===== src/rtl/style_color_resolve_sched_if.sv =====
// Request/datapath/response bundle for style_color_resolve_sched.
//   req_*  : per-requester property issue (packed, requester i at slice i)
//   dp_*   : operand out to / color back from the shared color datapath
//   rsp_*  : resolved color back to the issuer, valid/ready handshake
// slave  : the scheduler side; master : issuers + datapath side.
interface style_color_resolve_sched_if #(
  parameter int NREQ = 4,
  parameter int IDW  = 10,
  parameter int UTW  = 7,
  parameter int CW   = 32
);
  localparam int IW = (NREQ > 1) ? $clog2(NREQ) : 1;

  logic [NREQ-1:0]     req_valid;
  logic [NREQ*IDW-1:0] req_ident;
  logic [NREQ*UTW-1:0] req_unit;
  logic [NREQ-1:0]     req_ready;

  logic                dp_valid;
  logic [31:0]         dp_ident;
  logic [CW-1:0]       dp_inherited;
  logic [CW-1:0]       dp_color;

  logic                rsp_valid;
  logic [IW-1:0]       rsp_id;
  logic [CW-1:0]       rsp_color;
  logic                rsp_ready;

  modport slave (
    input  req_valid, req_ident, req_unit, dp_color, rsp_ready,
    output req_ready, dp_valid, dp_ident, dp_inherited, rsp_valid, rsp_id, rsp_color
  );

  modport master (
    output req_valid, req_ident, req_unit, dp_color, rsp_ready,
    input  req_ready, dp_valid, dp_ident, dp_inherited, rsp_valid, rsp_id, rsp_color
  );
endinterface


===== src/rtl/style_color_resolve_sched.sv =====
// Shares one combinational color-resolution datapath between NREQ style
// property requesters (requester 0 is always the element's color property).
// Round-robin arbitration; owns the element's inherited/current color that
// is fed to the datapath; holds back currentcolor requesters until the
// element's own color has resolved (when the element declares one).
// Ports:
//   clk, rst                 clock, synchronous active-high reset
//   elem_start, parent_color new element pulse and the parent's color
//   color_declared           element declares its own color property
//   css_ident_type           unit code meaning "value is an ident"
//   css_value_currentcolor   ident code of currentcolor
//   bus (slave)              request / datapath / response signals
module style_color_resolve_sched #(
  parameter int NREQ = 4,
  parameter int IDW  = 10,
  parameter int UTW  = 7,
  parameter int CW   = 32
) (
  input  logic                    clk,
  input  logic                    rst,
  input  logic                    elem_start,
  input  logic [CW-1:0]           parent_color,
  input  logic                    color_declared,
  input  logic [UTW-1:0]          css_ident_type,
  input  logic [IDW-1:0]          css_value_currentcolor,
  style_color_resolve_sched_if.slave bus
);
  localparam int IW = (NREQ > 1) ? $clog2(NREQ) : 1;

  localparam logic [1:0] IDLE  = 2'd0;
  localparam logic [1:0] ISSUE = 2'd1;
  localparam logic [1:0] RESP  = 2'd2;

  logic [1:0]     state;
  logic [IW-1:0]  rrPtr;
  logic [IW-1:0]  grantIdx;
  logic [IW-1:0]  rspId;
  logic [CW-1:0]  inheritedColor;
  logic [CW-1:0]  rspColor;
  logic           colorDone;
  logic           elemPend;
  logic [IDW-1:0] opIdent;

  logic [NREQ-1:0] needsCc;
  logic [NREQ-1:0] eligible;
  logic [NREQ-1:0] grantOh;
  logic [IW-1:0]   grantSel;
  logic            grantAny;
  logic            doGrant;
  logic [IW:0]     scan;

  always_comb begin
    needsCc  = '0;
    eligible = '0;
    for (int unsigned i = 0; i < NREQ; i++) begin
      needsCc[i]  = (bus.req_unit[i*UTW +: UTW] == css_ident_type) &&
                    (bus.req_ident[i*IDW +: IDW] == css_value_currentcolor);
      eligible[i] = bus.req_valid[i] &&
                    (i == 0 || !needsCc[i] || colorDone || !color_declared);
    end
  end

  // Scan one extra bit wide so the wrap is correct when NREQ is not a power of two.
  always_comb begin
    grantAny = 1'b0;
    grantSel = '0;
    scan     = '0;
    for (int unsigned k = 0; k < NREQ; k++) begin
      scan = {1'b0, rrPtr} + (IW+1)'(k);
      if (scan >= (IW+1)'(NREQ)) scan = scan - (IW+1)'(NREQ);
      if (!grantAny && eligible[scan[IW-1:0]]) begin
        grantAny = 1'b1;
        grantSel = scan[IW-1:0];
      end
    end
  end

  // A new element (fresh or pending) takes the IDLE cycle; nothing is granted then.
  assign doGrant = !rst && (state == IDLE) && !elem_start && !elemPend && grantAny;

  always_comb begin
    grantOh = '0;
    if (doGrant) grantOh[grantSel] = 1'b1;
  end

  assign bus.req_ready    = grantOh;
  assign bus.dp_valid     = (state == ISSUE);
  assign bus.dp_ident     = (state == ISSUE) ? 32'(opIdent) : '0;
  assign bus.dp_inherited = inheritedColor;
  assign bus.rsp_valid    = (state == RESP);
  assign bus.rsp_id       = rspId;
  assign bus.rsp_color    = rspColor;

  always_ff @(posedge clk) begin
    if (rst) begin
      state          <= IDLE;
      rrPtr          <= '0;
      grantIdx       <= '0;
      rspId          <= '0;
      inheritedColor <= '0;
      rspColor       <= '0;
      colorDone      <= 1'b0;
      elemPend       <= 1'b0;
      opIdent        <= '0;
    end else begin
      case (state)
        IDLE: begin
          if (elem_start || elemPend) begin
            inheritedColor <= parent_color;
            colorDone      <= 1'b0;
            elemPend       <= 1'b0;
          end else if (grantAny) begin
            // Non-ident values reach the datapath as ident 0.
            opIdent  <= (bus.req_unit[grantSel*UTW +: UTW] == css_ident_type) ?
                        bus.req_ident[grantSel*IDW +: IDW] : '0;
            grantIdx <= grantSel;
            rrPtr    <= (grantSel == IW'(NREQ-1)) ? '0 : grantSel + 1'b1;
            state    <= ISSUE;
          end
        end
        ISSUE: begin
          rspColor <= bus.dp_color;
          rspId    <= grantIdx;
          if (elem_start) elemPend <= 1'b1;
          state    <= RESP;
        end
        RESP: begin
          // A requester-0 handshake lands before any pending elem_start is applied in IDLE.
          if (elem_start) elemPend <= 1'b1;
          if (bus.rsp_ready) begin
            if (rspId == '0) begin
              inheritedColor <= rspColor;
              colorDone      <= 1'b1;
            end
            state <= IDLE;
          end
        end
        default: state <= IDLE;
      endcase
    end
  end
endmodule

===== src/flat_wrapper.sv =====
// flat-port wrapper written by rule: the top's interface ports become plain ports
module style_color_resolve_sched_flat 
#(
  parameter int NREQ = 4,
  parameter int IDW  = 10,
  parameter int UTW  = 7,
  parameter int CW   = 32
)
  (clk, rst, elem_start, parent_color, color_declared, css_ident_type, css_value_currentcolor, bus_req_valid, bus_req_ident, bus_req_unit, bus_dp_color, bus_rsp_ready, bus_req_ready, bus_dp_valid, bus_dp_ident, bus_dp_inherited, bus_rsp_valid, bus_rsp_id, bus_rsp_color);
  style_color_resolve_sched_if #(.NREQ(NREQ), .IDW(IDW), .UTW(UTW), .CW(CW)) bus_i ();
  input  logic clk;
  input  logic rst;
  input  logic elem_start;
  input  logic [CW-1:0] parent_color;
  input  logic color_declared;
  input  logic [UTW-1:0] css_ident_type;
  input  logic [IDW-1:0] css_value_currentcolor;
  input wire logic [$bits(bus_i.req_valid)-1:0] bus_req_valid;
  input wire logic [$bits(bus_i.req_ident)-1:0] bus_req_ident;
  input wire logic [$bits(bus_i.req_unit)-1:0] bus_req_unit;
  input wire logic [$bits(bus_i.dp_color)-1:0] bus_dp_color;
  input wire logic [$bits(bus_i.rsp_ready)-1:0] bus_rsp_ready;
  output wire logic [$bits(bus_i.req_ready)-1:0] bus_req_ready;
  output wire logic [$bits(bus_i.dp_valid)-1:0] bus_dp_valid;
  output wire logic [$bits(bus_i.dp_ident)-1:0] bus_dp_ident;
  output wire logic [$bits(bus_i.dp_inherited)-1:0] bus_dp_inherited;
  output wire logic [$bits(bus_i.rsp_valid)-1:0] bus_rsp_valid;
  output wire logic [$bits(bus_i.rsp_id)-1:0] bus_rsp_id;
  output wire logic [$bits(bus_i.rsp_color)-1:0] bus_rsp_color;
  assign bus_i.req_valid = bus_req_valid;
  assign bus_i.req_ident = bus_req_ident;
  assign bus_i.req_unit = bus_req_unit;
  assign bus_i.dp_color = bus_dp_color;
  assign bus_i.rsp_ready = bus_rsp_ready;
  assign bus_req_ready = bus_i.req_ready;
  assign bus_dp_valid = bus_i.dp_valid;
  assign bus_dp_ident = bus_i.dp_ident;
  assign bus_dp_inherited = bus_i.dp_inherited;
  assign bus_rsp_valid = bus_i.rsp_valid;
  assign bus_rsp_id = bus_i.rsp_id;
  assign bus_rsp_color = bus_i.rsp_color;
  style_color_resolve_sched #(.NREQ(NREQ), .IDW(IDW), .UTW(UTW), .CW(CW)) u_core (.clk(clk), .rst(rst), .elem_start(elem_start), .parent_color(parent_color), .color_declared(color_declared), .css_ident_type(css_ident_type), .css_value_currentcolor(css_value_currentcolor), .bus(bus_i));
endmodule

===== config.mk =====
export PLATFORM = sky130hd
export DESIGN_NAME = style_color_resolve_sched_flat
export DESIGN_NICKNAME = d
export VERILOG_FILES = /design/src/rtl/style_color_resolve_sched_if.sv /design/src/rtl/style_color_resolve_sched.sv /design/src/flat_wrapper.sv
export SDC_FILE = /design/constraint.sdc
export NUM_CORES = 1
export LEC_CHECK = 0
export ABC_AREA = 1
export BUFFER_PORTS_ARGS = -buffer_cell sky130_fd_sc_hd__buf_2
export CORE_MARGIN = 5
export CORE_UTILIZATION = 40
export CTS_CLUSTER_DIAMETER = 120
export DETAILED_ROUTE_END_ITERATION = 8
export PLACE_DENSITY = 0.79
export SYNTH_ARGS = -nofsm -noshare
export SYNTH_HDL_FRONTEND = slang
export SYNTH_SLANG_ARGS = --single-unit

===== constraint.sdc =====
create_clock -name clk -period 2.9 [get_ports clk]
set_input_delay 0.145 -clock clk [delete_from_list [all_inputs] [get_ports clk]]
set_output_delay 0.145 -clock clk [all_outputs]
set_load 0.02 [all_outputs]

==> Implementation_results.wiki <==
{| class="wikitable"
! Metric !! Value
|-
| Outcome || finished clean
|-
| Post-Syn Instances || 892
|-
| Setup crit start kind || register
|-
| Routed length per instance || 15.62 µm
|-
| Full die area || 0.01613 mm²
|-
| Met3 global-route usage || 6.302%
|-
| Cell family contributing the most delay on the critical path || simple AND/OR/NAND/NOR gates
|-
| Post-route clock period utilization || 97.42%
|-
| Setup slack of the most critical reg-to-reg path || 0.09 ns
|-
| DRC violation count after routing || 0
|-
| CP Max Fanout || 6
|-
| Clock-pin slew reported for the worst setup and hold paths after clock tree synthesis || roughly 0.080 ns
|-
| Core region area || 0.01335 mm²
|-
| Unrepaired setup endpoints after global routing || yes
|-
| Cell with the biggest individual delay on the critical path || sky130_fd_sc_hd__dfxtp_2
|-
| Overflow left after global routing || 0
|-
| Count of antenna diodes in the layout || 0
|-
| Number of DRC violations after detailed-routing iteration 0 || 471
|-
| CP bufs+invs || 4
|-
| Total wirelength of the detailed-routed design || 20470 µm
|-
| Critical path type || register to output port
|-
| Vias post-DR || 6688
|-
| First-pass GRT wire length || 30220 µm
|-
| Number of buffer cells added on primary ports || 239
|-
| Data arrival, critical path || around 2.7 ns
|-
| Startpoint of the worst register-to-register path || u_core.colorDone
|-
| Number of rows created at floorplan || 42
|-
| Height of the chip || 127.0 µm
|-
| Final setup vio count || 0
|-
| Fraction of power spent switching nets || approximately half
|-
| Cells on Worst Hold Path || 3
|-
| Total number of yosys warnings || 0
|-
| Non-filler instance count after layout || 1311
|-
| Worst Hold Slack || approximately 0.023 ns
|-
| Combinational cell fraction of total power || 66.9%
|-
| Share of post-route cells with drive strength above 1 || between 20% and 30%
|-
| Clock latency on the worst-skew pair || around 0.34 ns
|-
| Worst slew margin || 45.31%
|-
| Vias per inst || 5.101
|-
| Post-detailed-placement half-perimeter wirelength || 15150 µm
|-
| Worst hold endpoint || u_core.bus.rsp_color[6]
|-
| Part of the total power dissipated in the clock network || 12.8%
|-
| Bufs on Longest Clock Path || 2
|-
| Cell Count Post-Placement || 1280
|-
| Clock H-tree levels || 3
|-
| Number of antenna violations at the first check in global routing || 1
|-
| Beginning of the worst hold path || bus_dp_color[6]
|-
| Flip-flop and latch count after synthesis || 84
|-
| Clock root buffer master || sky130_fd_sc_hd__clkbuf_16
|-
| Clk sink count || 84
|-
| Initial Utilization || 41.02%
|-
| Nature of the critical path endpoint || output port
|-
| Sequential area share after synthesis || 30.71%
|-
| Number of endpoints with negative hold slack in the final report || 0
|-
| Met2 usage in global routing || about two fifths
|-
| Data required, critical path || approximately 2.8 ns
|-
| All-layer global routing usage || 22.82%
|-
| Setup TNS || 0 ns
|-
| Layout overhead on the synthesized area || 34.69%
|-
| Avg Cell Area, Syn || slightly above 6 µm²
|-
| Slew Viols, Final || 0
|-
| Net switching power figure || 4.617 mW
|-
| Hold Path Class || primary input to register
|-
| Share of total power in sequential cells || about a fifth
|-
| Global routing usage on met1 || 28.44%
|-
| Num ports || 262
|-
| Num CTS Buffers || 9
|-
| Global placement routability congestion || approximately 0.98
|-
| Ordered cell list for the critical path || nor2_4 > nand4_1 > nor2_1 > nand3_2 > nand3_2 > nand2_4 > o21ai_4 > nand4_1 > nand3_4 > inv_6 > buf_12 > ha_2 > inv_2 > nor2_1 > buf_4
|-
| CTS tree || yes
|-
| Largest net degree at the start of global routing || 73
|-
| Pwr/cell area || roughly 1200 mW/mm²
|-
| Synthesized area || ~0.0055 mm²
|-
| Iteration count of the initial detailed-routing pass || 7
|-
| Highest ir drop seen on vdd || 0.6136 mV
|-
| Number of nets in the layout || approximately 1300
|-
| Layer with the highest usage after global routing || met2
|-
| Synth cell types || 39
|-
| Leakage power || 4.069 nW
|-
| Min Clock Period, post-route || 2.825 ns
|-
| Clock Skews || about 0.0096 ns
|-
| Endpoint of the lowest-slack register-to-register path || u_core.opIdent[3]
|-
| Worst-case reg-to-reg path depth || 19
|-
| Highest attainable clock frequency || between 300 and 400 MHz
|-
| Peak per-stage delay on the critical path || 0.33 ns
|-
| Remaining antenna violation count || 0
|-
| Transition time of the tightest slew-check pin || 0.8185 ns
|-
| Vias in the first global route || ~6100
|-
| Max-capacitance violation count || 0
|-
| Width of the die || 127.0 µm
|-
| Internal power of the cells || about 4.3 mW
|}
==> cells in the final DEF, fill, tap and decap left out, types with 2 or more instances in the layout <==
master / count
sky130_fd_sc_hd__buf_4: 26
sky130_fd_sc_hd__nand4_1: 25
sky130_fd_sc_hd__nor2_2: 2
sky130_fd_sc_hd__xor2_1: 2
sky130_fd_sc_hd__buf_6: 3
sky130_fd_sc_hd__inv_1: 79
sky130_fd_sc_hd__nor2_1: 109
sky130_fd_sc_hd__inv_8: 3
sky130_fd_sc_hd__o211ai_1: 5
sky130_fd_sc_hd__a21oi_1: 24
sky130_fd_sc_hd__clkinv_4: 4
sky130_fd_sc_hd__nand2_2: 8
sky130_fd_sc_hd__clkbuf_16: 12
sky130_fd_sc_hd__nand2_4: 4
sky130_fd_sc_hd__conb_1: 22
sky130_fd_sc_hd__clkinv_1: 2
sky130_fd_sc_hd__o21ai_1: 4
sky130_fd_sc_hd__ha_1: 7
sky130_fd_sc_hd__buf_12: 3
sky130_fd_sc_hd__dfxtp_2: 2
sky130_fd_sc_hd__nand3_2: 11
sky130_fd_sc_hd__nand2_1: 265
sky130_fd_sc_hd__inv_2: 10
sky130_fd_sc_hd__a31oi_1: 32
sky130_fd_sc_hd__xnor2_1: 8
sky130_fd_sc_hd__buf_2: 235
sky130_fd_sc_hd__dfxtp_1: 82
sky130_fd_sc_hd__nor2_4: 7
sky130_fd_sc_hd__nand3_1: 32
sky130_fd_sc_hd__o21ai_0: 90
==> registers in the layout, indices dropped and copies added (netlist names) <==
register,cells
u_core.rrPtr,2
u_core.colorDone,1
u_core.state,2
u_core.opIdent,10
u_core.bus.dp_inherited,32
u_core.bus.rsp_id,2
u_core.grantIdx,2
u_core.elemPend,1
u_core.bus.rsp_color,32
==> kinds of logic (layout without fill, tap and decap cells) <==
logic type      after synthesis  count (layout)  synth area share (%)
compound gates              162             162                 16.27
fa+ha+maj                     8               8                 1.828
xor+xnor                     11              11                 1.760
flops                        84              84                 30.71
simple gates                466             468                 36.20
other cells                   1              22               0.06849
buf+inv                     160             380                 13.16
==> area by class of cell <==
| type | count | area (µm²) |
|---|---|---|
| clock inverter | 7 | 76.32 |
| sequential | 84 | 1684 |
| clock buffer | 9 | 225.2 |
| tap | 176 | 220.2 |
| inverter | 94 | 365.4 |
| timing repair buffer | 270 | 1540 |
| multi-input combinational | 671 | 3263 |
| fill | 1369 | 5973 |
==> cell usage after synthesis <==
library cell,number,share of area (%)
sky130_fd_sc_hd__nand2_1,269,18
sky130_fd_sc_hd__nor2_1,113,7.7
sky130_fd_sc_hd__o21ai_0,90,8.2
sky130_fd_sc_hd__dfxtp_1,84,31
sky130_fd_sc_hd__inv_1,83,5.7
sky130_fd_sc_hd__nand3_1,38,3.5
sky130_fd_sc_hd__a31oi_1,32,3.7
sky130_fd_sc_hd__clkbuf_1,29,2.0
sky130_fd_sc_hd__a21oi_1,25,2.3
sky130_fd_sc_hd__nand4_1,25,2.9
sky130_fd_sc_hd__buf_4,24,3.3
sky130_fd_sc_hd__inv_2,10,0.69
sky130_fd_sc_hd__buf_2,9,0.82
sky130_fd_sc_hd__ha_1,8,1.8
sky130_fd_sc_hd__xnor2_1,8,1.3
sky130_fd_sc_hd__nand2_2,6,0.69
sky130_fd_sc_hd__nand3_2,5,0.91
sky130_fd_sc_hd__o211ai_1,5,0.69
sky130_fd_sc_hd__o21ai_1,4,0.37
sky130_fd_sc_hd__xor2_1,3,0.48
sky130_fd_sc_hd__buf_1,2,0.14
sky130_fd_sc_hd__nand2_4,2,0.41
sky130_fd_sc_hd__nor2_4,2,0.41
sky130_fd_sc_hd__a2111oi_0,1,0.16
sky130_fd_sc_hd__a211oi_1,1,0.14
sky130_fd_sc_hd__a32oi_1,1,0.16
sky130_fd_sc_hd__buf_6,1,0.21
sky130_fd_sc_hd__buf_8,1,0.27
sky130_fd_sc_hd__clkinv_1,1,0.068
sky130_fd_sc_hd__conb_1,1,0.068
sky130_fd_sc_hd__nand3_4,1,0.32
sky130_fd_sc_hd__nor2_2,1,0.11
sky130_fd_sc_hd__nor2_8,1,0.37
sky130_fd_sc_hd__nor2b_4,1,0.25
sky130_fd_sc_hd__nor3_1,1,0.091
sky130_fd_sc_hd__o2111ai_1,1,0.16
sky130_fd_sc_hd__o21a_1,1,0.14
sky130_fd_sc_hd__o21ai_4,1,0.30
sky130_fd_sc_hd__or2_0,1,0.11
==> worst register-to-register path, cell delays in order (launching register included) <==
cell                      delay, ns
sky130_fd_sc_hd__dfxtp_2       0.33
sky130_fd_sc_hd__nor2_4        0.12
sky130_fd_sc_hd__nand4_1       0.09
sky130_fd_sc_hd__nor2_1        0.22
sky130_fd_sc_hd__nand3_2       0.12
sky130_fd_sc_hd__nand3_2       0.11
sky130_fd_sc_hd__nand2_4       0.07
sky130_fd_sc_hd__o21ai_4       0.18
sky130_fd_sc_hd__nand4_1       0.23
sky130_fd_sc_hd__nand3_4       0.23
sky130_fd_sc_hd__buf_6         0.17
sky130_fd_sc_hd__nand2_4       0.05
sky130_fd_sc_hd__nand3_2       0.07
sky130_fd_sc_hd__nand2_1       0.05
sky130_fd_sc_hd__nand2_1       0.09
sky130_fd_sc_hd__nand2_2       0.09
sky130_fd_sc_hd__nor2_4        0.12
sky130_fd_sc_hd__nor2b_4       0.20
sky130_fd_sc_hd__nand4_1       0.11
sky130_fd_sc_hd__nand2_1       0.08
==> metal layers <==
layer  vias up  share of wire, %
met5         -             0.034
met4         2               3.3
met3        56               8.9
met2       317                48
met1      3015                40
li1       3298                 -
==> power groups by stage <==
stage | registers [mW] | logic [mW] | clock network [mW]
4_1_cts | 1.80 | 5.08 | 1.16
6_report | 1.81 | 5.96 | 1.14
3_5_place_dp | 1.81 | 4.96 | 0
2_1_floorplan | 2.17 | 3.12 | 0
5_1_grt | 1.86 | 6.44 | 1.21
3_3_place_gp | 1.80 | 4.89 | 0
==> through the flow <==
stage / setup WS [ns] / util (%) / area [µm²] / power, mW
global route: -0.1532 / 55.25 / 7375 / 9.512
global placement: 0.08658 / 50.63 / 6758 / 6.691
CTS: 0.006261 / 53.29 / 7113 / 8.033
detailed placement: 0.04832 / 50.63 / 6758 / 6.774
floorplan: 0.4361 / - / 5554 / 5.292
finish: 0.07482 / 55.25 / 7375 / 8.907
==> repair_timing <==
item	4_1_cts	5_1_grt
setup buffers	2	8
gates resized for setup	10	32
setup endpoints to repair	4	27
endpoints found under the hold margin	0	0
pin swaps	2	14
hold buffers	0	0
cloned	0	5
==> how the worst max path moves through the flow <==
stage	depth (start not counted)	to	slack, ns	from
floorplan	14	bus_req_ready[0]	0.44	u_core.rrPtr[0]
global placement	20	u_core.opIdent[4]	0.09	u_core.colorDone
detailed placement	21	u_core.opIdent[5]	0.05	u_core.colorDone
CTS	16	bus_req_ready[3]	0.006	u_core.colorDone
global route	21	u_core.opIdent[1]	-0.15	u_core.colorDone
finish	15	bus_req_ready[3]	0.07	u_core.colorDone
(Power assumes the default switching activity.)
